File: config.mk
export PLATFORM = sky130hd
export DESIGN_NAME = spi_flash_op_sequencer
export DESIGN_NICKNAME = d
export VERILOG_FILES = /design/src/rtl/spi_flash_op_sequencer.sv
export SDC_FILE = /design/constraint.sdc
export NUM_CORES = 1
export LEC_CHECK = 0
export BUFFER_PORTS_ARGS = -buffer_cell sky130_fd_sc_hd__buf_2
export CAP_MARGIN = 15
export CORE_ASPECT_RATIO = 0.7
export CORE_MARGIN = 1
export CORE_UTILIZATION = 55
export DETAILED_ROUTE_END_ITERATION = 7
export MAX_ROUTING_LAYER = met4
export PLACE_DENSITY = 0.83
export SLEW_MARGIN = 0
export SYNTH_ARGS = -nofsm -noshare
export SYNTH_HDL_FRONTEND = slang
export SYNTH_SLANG_ARGS = --single-unit
File: constraint.sdc
create_clock -name clk -period 11.27 [get_ports clk]
set_clock_uncertainty 0.05 [all_clocks]
set_input_delay 3.381 -clock clk [delete_from_list [all_inputs] [get_ports clk]]
set_output_delay 3.381 -clock clk [all_outputs]
set_load 0.1 [all_outputs]
File: src/rtl/spi_flash_op_sequencer.sv
// Expands one high-level flash op (read/program/erase/status) into the SPI engine's
// descriptor sequence: optional WREN, main command, then status polling until WIP clears.
module spi_flash_op_sequencer #(
  parameter logic [1:0]  ADDR_BYTES = 2'd2,
  parameter logic [7:0]  READ_CMD   = 8'h03,
  parameter logic [15:0] POLL_LIMIT = 16'd50000
) (
  input  logic        clk,
  input  logic        reset,
  input  logic        op_valid,
  output logic        op_ready,
  input  logic [1:0]  op_code,
  input  logic [31:0] op_address,
  input  logic [7:0]  op_length,
  output logic        op_done,
  output logic        op_error,
  output logic [7:0]  op_status,
  output logic        access_request,
  output logic        read_write_n,
  output logic [2:0]  dummy_cycles,
  output logic        dummy_valid,
  output logic [31:0] address,
  output logic [1:0]  address_bytes,
  output logic        address_valid,
  output logic [7:0]  command,
  output logic [7:0]  data_bytes,
  output logic        data_valid,
  input  logic        access_complete,
  input  logic        rdb_write_enable,
  input  logic [7:0]  rdb_write_address,
  input  logic [7:0]  rdb_write_data
);

  typedef enum logic [3:0] {
    S_IDLE, S_WREN, S_WREN_WAIT, S_MAIN, S_MAIN_WAIT,
    S_POLL, S_POLL_WAIT, S_CHECK, S_DONE
  } state_t;

  localparam logic [1:0] OP_READ    = 2'b00;
  localparam logic [1:0] OP_PROGRAM = 2'b01;
  localparam logic [1:0] OP_STATUS  = 2'b11;

  state_t      r_state;
  logic [1:0]  r_code;
  logic [31:0] r_addr;
  logic [7:0]  r_len;
  logic [15:0] r_poll_cnt;
  logic [15:0] w_cnt_inc;

  // Saturating increment so a huge POLL_LIMIT can never wrap the counter.
  assign w_cnt_inc    = (r_poll_cnt == 16'hFFFF) ? r_poll_cnt : r_poll_cnt + 16'd1;
  assign op_ready     = (r_state == S_IDLE);
  assign dummy_cycles = 3'd0;
  assign dummy_valid  = 1'b0;

  always_ff @(posedge clk or posedge reset) begin
    if (reset) begin
      r_state        <= S_IDLE;
      r_code         <= 2'b00;
      r_addr         <= 32'd0;
      r_len          <= 8'd0;
      r_poll_cnt     <= 16'd0;
      op_done        <= 1'b0;
      op_error       <= 1'b0;
      op_status      <= 8'd0;
      access_request <= 1'b0;
      read_write_n   <= 1'b0;
      address        <= 32'd0;
      address_bytes  <= 2'd0;
      address_valid  <= 1'b0;
      command        <= 8'd0;
      data_bytes     <= 8'd0;
      data_valid     <= 1'b0;
    end else begin
      op_done <= 1'b0;
      if (r_state == S_POLL_WAIT && rdb_write_enable && rdb_write_address == 8'd0)
        op_status <= rdb_write_data;
      case (r_state)
        S_IDLE: begin
          if (op_valid) begin
            r_code     <= op_code;
            r_addr     <= op_address;
            r_len      <= op_length;
            r_poll_cnt <= 16'd0;
            op_error   <= 1'b0;
            case (op_code)
              OP_READ:   r_state <= S_MAIN;
              OP_STATUS: r_state <= S_POLL;
              default:   r_state <= S_WREN;
            endcase
          end
        end
        S_WREN: begin
          access_request <= 1'b1;
          command        <= 8'h06;
          read_write_n   <= 1'b0;
          address        <= 32'd0;
          address_bytes  <= 2'd0;
          address_valid  <= 1'b0;
          data_bytes     <= 8'd0;
          data_valid     <= 1'b0;
          r_state        <= S_WREN_WAIT;
        end
        S_WREN_WAIT: begin
          if (access_complete) begin
            access_request <= 1'b0;
            r_state        <= S_MAIN;
          end
        end
        S_MAIN: begin
          access_request <= 1'b1;
          address        <= r_addr;
          address_bytes  <= ADDR_BYTES;
          address_valid  <= 1'b1;
          if (r_code == OP_READ) begin
            command      <= READ_CMD;
            read_write_n <= 1'b1;
            data_bytes   <= r_len;
            data_valid   <= 1'b1;
          end else if (r_code == OP_PROGRAM) begin
            command      <= 8'h02;
            read_write_n <= 1'b0;
            data_bytes   <= r_len;
            data_valid   <= 1'b1;
          end else begin
            command      <= 8'h20;
            read_write_n <= 1'b0;
            data_bytes   <= 8'd0;
            data_valid   <= 1'b0;
          end
          r_state <= S_MAIN_WAIT;
        end
        S_MAIN_WAIT: begin
          if (access_complete) begin
            access_request <= 1'b0;
            if (r_code == OP_READ) begin
              op_done  <= 1'b1;
              op_error <= 1'b0;
              r_state  <= S_DONE;
            end else begin
              r_state  <= S_POLL;
            end
          end
        end
        S_POLL: begin
          access_request <= 1'b1;
          command        <= 8'h05;
          read_write_n   <= 1'b1;
          address        <= 32'd0;
          address_bytes  <= 2'd0;
          address_valid  <= 1'b0;
          data_bytes     <= 8'd0;
          data_valid     <= 1'b1;
          r_state        <= S_POLL_WAIT;
        end
        S_POLL_WAIT: begin
          if (access_complete) begin
            access_request <= 1'b0;
            if (r_code == OP_STATUS) begin
              op_done  <= 1'b1;
              op_error <= 1'b0;
              r_state  <= S_DONE;
            end else begin
              r_state  <= S_CHECK;
            end
          end
        end
        S_CHECK: begin
          if (!op_status[0]) begin
            op_done  <= 1'b1;
            op_error <= 1'b0;
            r_state  <= S_DONE;
          end else begin
            r_poll_cnt <= w_cnt_inc;
            if (w_cnt_inc == POLL_LIMIT) begin
              op_done  <= 1'b1;
              op_error <= 1'b1;
              r_state  <= S_DONE;
            end else begin
              r_state  <= S_POLL;
            end
          end
        end
        S_DONE:  r_state <= S_IDLE;
        default: r_state <= S_IDLE;
      endcase
    end
  end

endmodule
==> results of run 1 <==
==> layout by cell type, fill, tap and decap left out, types with 7 or more instances in the layout <==
master	instances
dfrtp_1	119
nand4_1	7
buf_2	122
a22o_1	43
nor3_1	9
o21ai_0	17
nand2_1	142
conb_1	9
clkbuf_16	17
mux2_2	9
nor2_1	16
nand3_1	9
a21oi_1	19
==> sequential cells by signal (all words and copies together), names as in the netlist <==
register / count
op_error: 1
address: 32
r_len: 8
access_request: 1
op_status: 8
address_bytes: 1
op_done: 1
r_poll_cnt: 16
command: 4
r_code: 2
data_bytes: 8
data_valid: 1
r_addr: 32
r_state: 4
==> per-stage QoR <==
stage | area (um2) | setup WS, ns | std cells | hold WS, ns | util, %
detailed placement | 5870 | 6.05 | 733 | 0.413 | 63.7
global route | 6460 | 5.78 | 765 | 0.445 | 70.1
global placement | 5870 | 6.09 | 733 | 0.407 | 63.7
CTS | 6460 | 5.89 | 765 | 0.428 | 70.1
finish | 6460 | 5.89 | 765 | 0.423 | 70.1
floorplan | 5320 | 4.28 | 527 | 0.396 | -
==> layer usage <==
| layer | global-route usage, % | up-vias | routed length (um) |
|---|---|---|---|
| li1 | - | 2033 | - |
| met1 | 40.5 | 2232 | 6040 |
| met2 | 43.2 | 225 | 6190 |
| met3 | 8.13 | 25 | 926 |
| met4 | 9.55 | 0 | 231 |
| met5 | - | - | 0 |
==> layout make-up <==
cell class,instances,area [um2]
fillers,707,2750
multi-input cells,360,2080
flip-flops and latches,119,2980
well taps,124,155
inverters,4,17.5
repair buffers,126,641
clock buffers,18,439
clock inverters,14,150
==> synthesized netlist by cell type (all sizes together) (2+ instances only) <==
cell and instances:
xnor2 2, nor3b 2, buf 18, and4 6
nand4 8, nor4 5, o21ai 18, clkbuf 26
o31ai 3, o21a 2, a21oi 19, and2 4
a211oi 2, o22a 3, nand2b 5, a311oi 4
nor3 11, mux2 9, dfrtp 119, nor2 18
inv 4, a31oi 5, a22o 43, and3 5
a22oi 2, nand3 9, nand2 142, nand4b 2
==> worst max-delay path, delay by kind of cell, from the launching register on <==
family                 cells  cell delay [ns]
buffers and inverters      1             0.50
flip-flops                 1             0.58
AND/OR/NAND/NOR            1             0.45
==> cells by family after synthesis <==
kind of cell	share of synthesized area [%]
flops	56.3
xor+xnor	0.331
other cells	0.0709
compound gates	15.9
fa+ha+maj	0.236
mux	2.11
buf+inv	5.09
simple gates	20.0
==> path summary, 6_finish.rpt <==
check	from	to	slack [ns]	cells after the start
setup reg to reg	r_poll_cnt[0]	r_state[2]	8.17	7
min in group asynchronous	reset	address[12]	2.98	2
setup / recovery	r_state[1]	op_ready	5.89	2
hold reg to reg	r_len[4]	r_len[4]	0.42	2
max in group asynchronous	reset	r_addr[14]	6.87	3
hold / removal	r_len[4]	r_len[4]	0.42	2
==> run summary, run 1 <==
status - complete, no violations
Min-Delay Path Class - register to register
CTS tree - built
final setup fails - 0
Mean Syn Cell Area - 10.2 um2
Gate Count Post-Synth - 519
via count - 4515
CTS Hold Bufs - 0
Port Buffer Count - 122
Period minus WS final - 5.38 ns
crit-path cells - nor4_1 > buf_2
initial core utilization - 57.4%
Post-synth EDFFs - 0
Area Growth Syn to Fin - 22.2%
data arrival time of the worst path - 1.95 ns
initial antenna violation count - 0
TritonRoute pass-1 iters - 6
top_reg_cell synth - dfrtp_1
Initial DRC Count - 438
sequential area share after synthesis - 56.3%
RSZ-0062 raised after global routing - no
post-CTS resize count - 0
Netlist cell types - 65
final slew viol count - 0
ANT nets after route - 0
startpoint types - register
I/O pins - 132
Row Count - 29
die area - 10000 um2
DP HPWL - 8.42 mm
CTS Buf Count - 17
asr flop ratio synth - 100%
Routed wire per std cell - 17.5 um
DRT Wirelength - 13.4 mm
Die Wd - 119 um
Placer Congestion - 0.903
CP required - 7.84 ns
CP max stage delay - 0.58 ns
vias in the first global route - 4435
htree depth - 4
total track usage - 29.7%
Die Ht - 84.1 um
Mapped Area - 5290 um2
via density per instance - 5.90
global-route wire length before repair - 22.2 mm
CTS root buf - clkbuf_16
antenna cells - 0
Reg clk slew, reported paths - 0.06 ns
Synth top area share - 56.3%
TNS Setup - 0 ns
Post-CTS Setup Inserts - 0
Final Cycle Share - 47.8%
clk buf depth - 2
DR DRC count - 0
grt total ovfl - 0
top cells by area, synth - dfrtp_1 56%, nand2_1 10%, a22o_1 7.1%
Synth area leader - dfrtp_1
largest net degree at the start of global routing - 74
Fin. Hold Viols - 0
worst-margin pin slew - 1.01 ns
Total Nets Final - 692
FF+latch count, synth - 119
CP Max Fanout - 19
max-cap viol count - 0
Slowest cell on crit path - dfrtp_1
Max Clk Rate - 186 MHz
Sink Count - 119
Worst-Skew Late Latency - 0.41 ns
Core ar. - 9220 um2
Setup crit end kind - primary output
fraction of layout cells with a size suffix above 1 - 29.2%
Slew headroom - 32.6%
Syn. warnings - 0
crit path kind - register to primary output
Power of run 1 is left out: the tool's default activity adds up to more than one toggle a clock period on the data nets, which glitch-free logic cannot reach.
==> run 2: changes to the inputs <==
Settings changed: CORE_UTILIZATION 55 to 48, PLACE_DENSITY 0.83 to 0.77.
Clock period 11.27 ns to 4.77 ns, I/O delays scaled along.
==> run 2 against run 1 <==
Against the previous run:
- flip-flop and latch count unchanged
- critical path depth unchanged
- setup slack got worse by 4.5 ns
- wire length increased by 1.4%
- via count decreased by 1.3%
- register-to-register slack got worse by 6.4 ns
- die area increased by 14%
- global-route usage decreased by 3.3 points
- worst hold slack improved by 0.0030 ns
- critical path type unchanged
- non-clock buffer count increased by 3
==> run summary, run 2 (synthesis results as in run 1) <==
status - complete, no violations
Max Clk Rate - 296 MHz
CP required - 3.29 ns (-4.55 ns)
via density per instance - 5.63 (-4.6%)
Initial DRC Count - 456 (+4.1%)
die area - 11500 um2 (+14%)
CTS tree - built
CTS Hold Bufs - 0 (unchanged)
ANT nets after route - 0 (unchanged)
Reg clk slew, reported paths - 0.06 ns (about the same)
Die Wd - 127 um (+6.9%)
DR DRC count - 0 (unchanged)
Core ar. - 10500 um2 (+14%)
TNS Setup - 0 ns (unchanged)
Port Buffer Count - 122 (unchanged)
via count - 4458 (-1.3%)
reg-to-reg startpoint - r_poll_cnt[0]
global-route wire length before repair - 22.7 mm (+2.4%)
Final Cycle Share - 70.9%
Area Growth Syn to Fin - 24.4%
CTS root buf - clkbuf_16
# fillers - 839 (+19%)
post-CTS resize count - 0 (unchanged)
Slew headroom - 33.3% (+0.67 points)
initial core utilization - 50.3% (-7.1 points)
data arrival time of the worst path - 1.90 ns (-0.05 ns)
biggest regs - address x32, r_addr x32, r_poll_cnt x16
worst-margin pin slew - 1.00 ns (-0.0100 ns)
Row Count - 31 (+6.9%)
max-cap viol count - 0 (unchanged)
DRT Wirelength - 13.6 mm (+1.4%)
Post-CTS Setup Inserts - 0 (unchanged)
antenna cells - 0 (unchanged)
RSZ-0062 raised after global routing - no
commonest non-fill, non-tap cells in the layout - 142 x nand2_1, 122 x buf_2, 119 x dfrtp_1, 43 x a22o_1, 19 x a21oi_1
final slew viol count - 0 (unchanged)
Fin. Hold Viols - 0 (unchanged)
flop2flop setup slack - 1.82 ns (-6.35 ns)
crit-path cells - nor4_2 > buf_2
Hold Path End - r_addr[11]
Die Ht - 89.8 um (+6.9%)
Hold Path Stages - 2 (unchanged)
startpoint types - register
Placer Congestion - 0.975 (+8.0%)
initial antenna violation count - 0 (unchanged)
Setup crit end kind - primary output
critical path's top delay family - flip-flops
Slowest cell on crit path - dfrtp_1
Total Nets Final - 695 (+0.43%)
CP max stage delay - 0.58 ns (about the same)
most common cell after layout, fill and taps aside - nand2_1
Sink Count - 119 (unchanged)
Period minus WS final - 3.38 ns
CP Max Fanout - 19 (unchanged)
CP bufs+invs - 1 (unchanged)
FF-to-FF End - r_state[2]
htree depth - 4 (unchanged)
final setup fails - 0 (unchanged)
vias in the first global route - 4509 (+1.7%)
grt total ovfl - 0 (unchanged)
Min-Delay Path Class - register to register
DP HPWL - 8.62 mm (+2.4%)
Worst-Skew Late Latency - 0.42 ns (about the same)
TritonRoute pass-1 iters - 5 (-1)
Routed wire per std cell - 17.1 um (-2.0%)
hold_sp - r_addr[11]
clk buf depth - 2 (unchanged)
CTS Buf Count - 17 (unchanged)
R2R depth - 7 (unchanged)
crit path kind - register to primary output
largest net degree at the start of global routing - 83 (+12%)
I/O pins - 132 (unchanged)
total track usage - 26.4% (-3.3 points)
fraction of layout cells with a size suffix above 1 - 29.3% (+0.17 points)
run 2: cell count changes in the layout (fill, tap and decap cells not counted):
cell        previous run  this run
buf_4                  4         7
bufinv_16              2         5
clkinv_2               3         1
clkbuf_1               0         1
clkbuf_8               1         0
clkinv_4               3         4
clkinvlp_4             3         2
inv_6                  3         2
nor3_1                 9        10
nor3_2                 2         1
nor4_1                 4         3
nor4_2                 0         1
run 2: layout make-up:
class                   count  area [um2]  share of cell area [%]
inverters                   4        17.5                   0.266
clock inverters            14         223                    3.39
multi-input cells         360        2080                    31.7
flip-flops and latches    119        2980                    45.3
well taps                 148         185                    2.81
clock buffers              18         429                    6.52
repair buffers            129         663                    10.1
run 2: worst max-delay path by stage:
stage / from / endpoint / slack, ns / depth (start not counted)
after floorplan: reset / access_request / 0.13 / 1
after global placement: op_valid / r_poll_cnt[1] / 1.85 / 6
after detailed placement: rdb_write_address[1] / op_status[6] / 1.77 / 5
after CTS: r_state[1] / op_ready / 1.38 / 2
after global routing: r_state[1] / op_ready / 1.30 / 2
final: r_state[1] / op_ready / 1.39 / 2
run 2: worst min-delay path, stage by stage (launching register included):
cell	delay (ns)
dfrtp_1	0.34
nand2_1	0.05
nand2_1	0.05
run 2: per-layer routing:
layer	GRT usage, %	vias up	share of wire, %
met5	-	-	0
met4	9.33	0	1.6
met3	5.71	24	6.4
met2	39.3	193	46
met1	35.7	2200	46
li1	-	2041	-
run 2: through the flow:
stage                     worst slack (ns)  std cells  hold slack, ns  area (um2)  util [%]
after global routing                  1.30        792           0.442        6580      62.6
after detailed placement              1.77        760           0.413        5930      56.4
after floorplan                      0.132        527           0.396        5330         -
final                                 1.39        792           0.426        6580      62.6
after global placement                1.85        760           0.408        5930      56.4
after CTS                             1.38        792           0.428        6580      62.6
Power of run 2 is left out for the same reason.
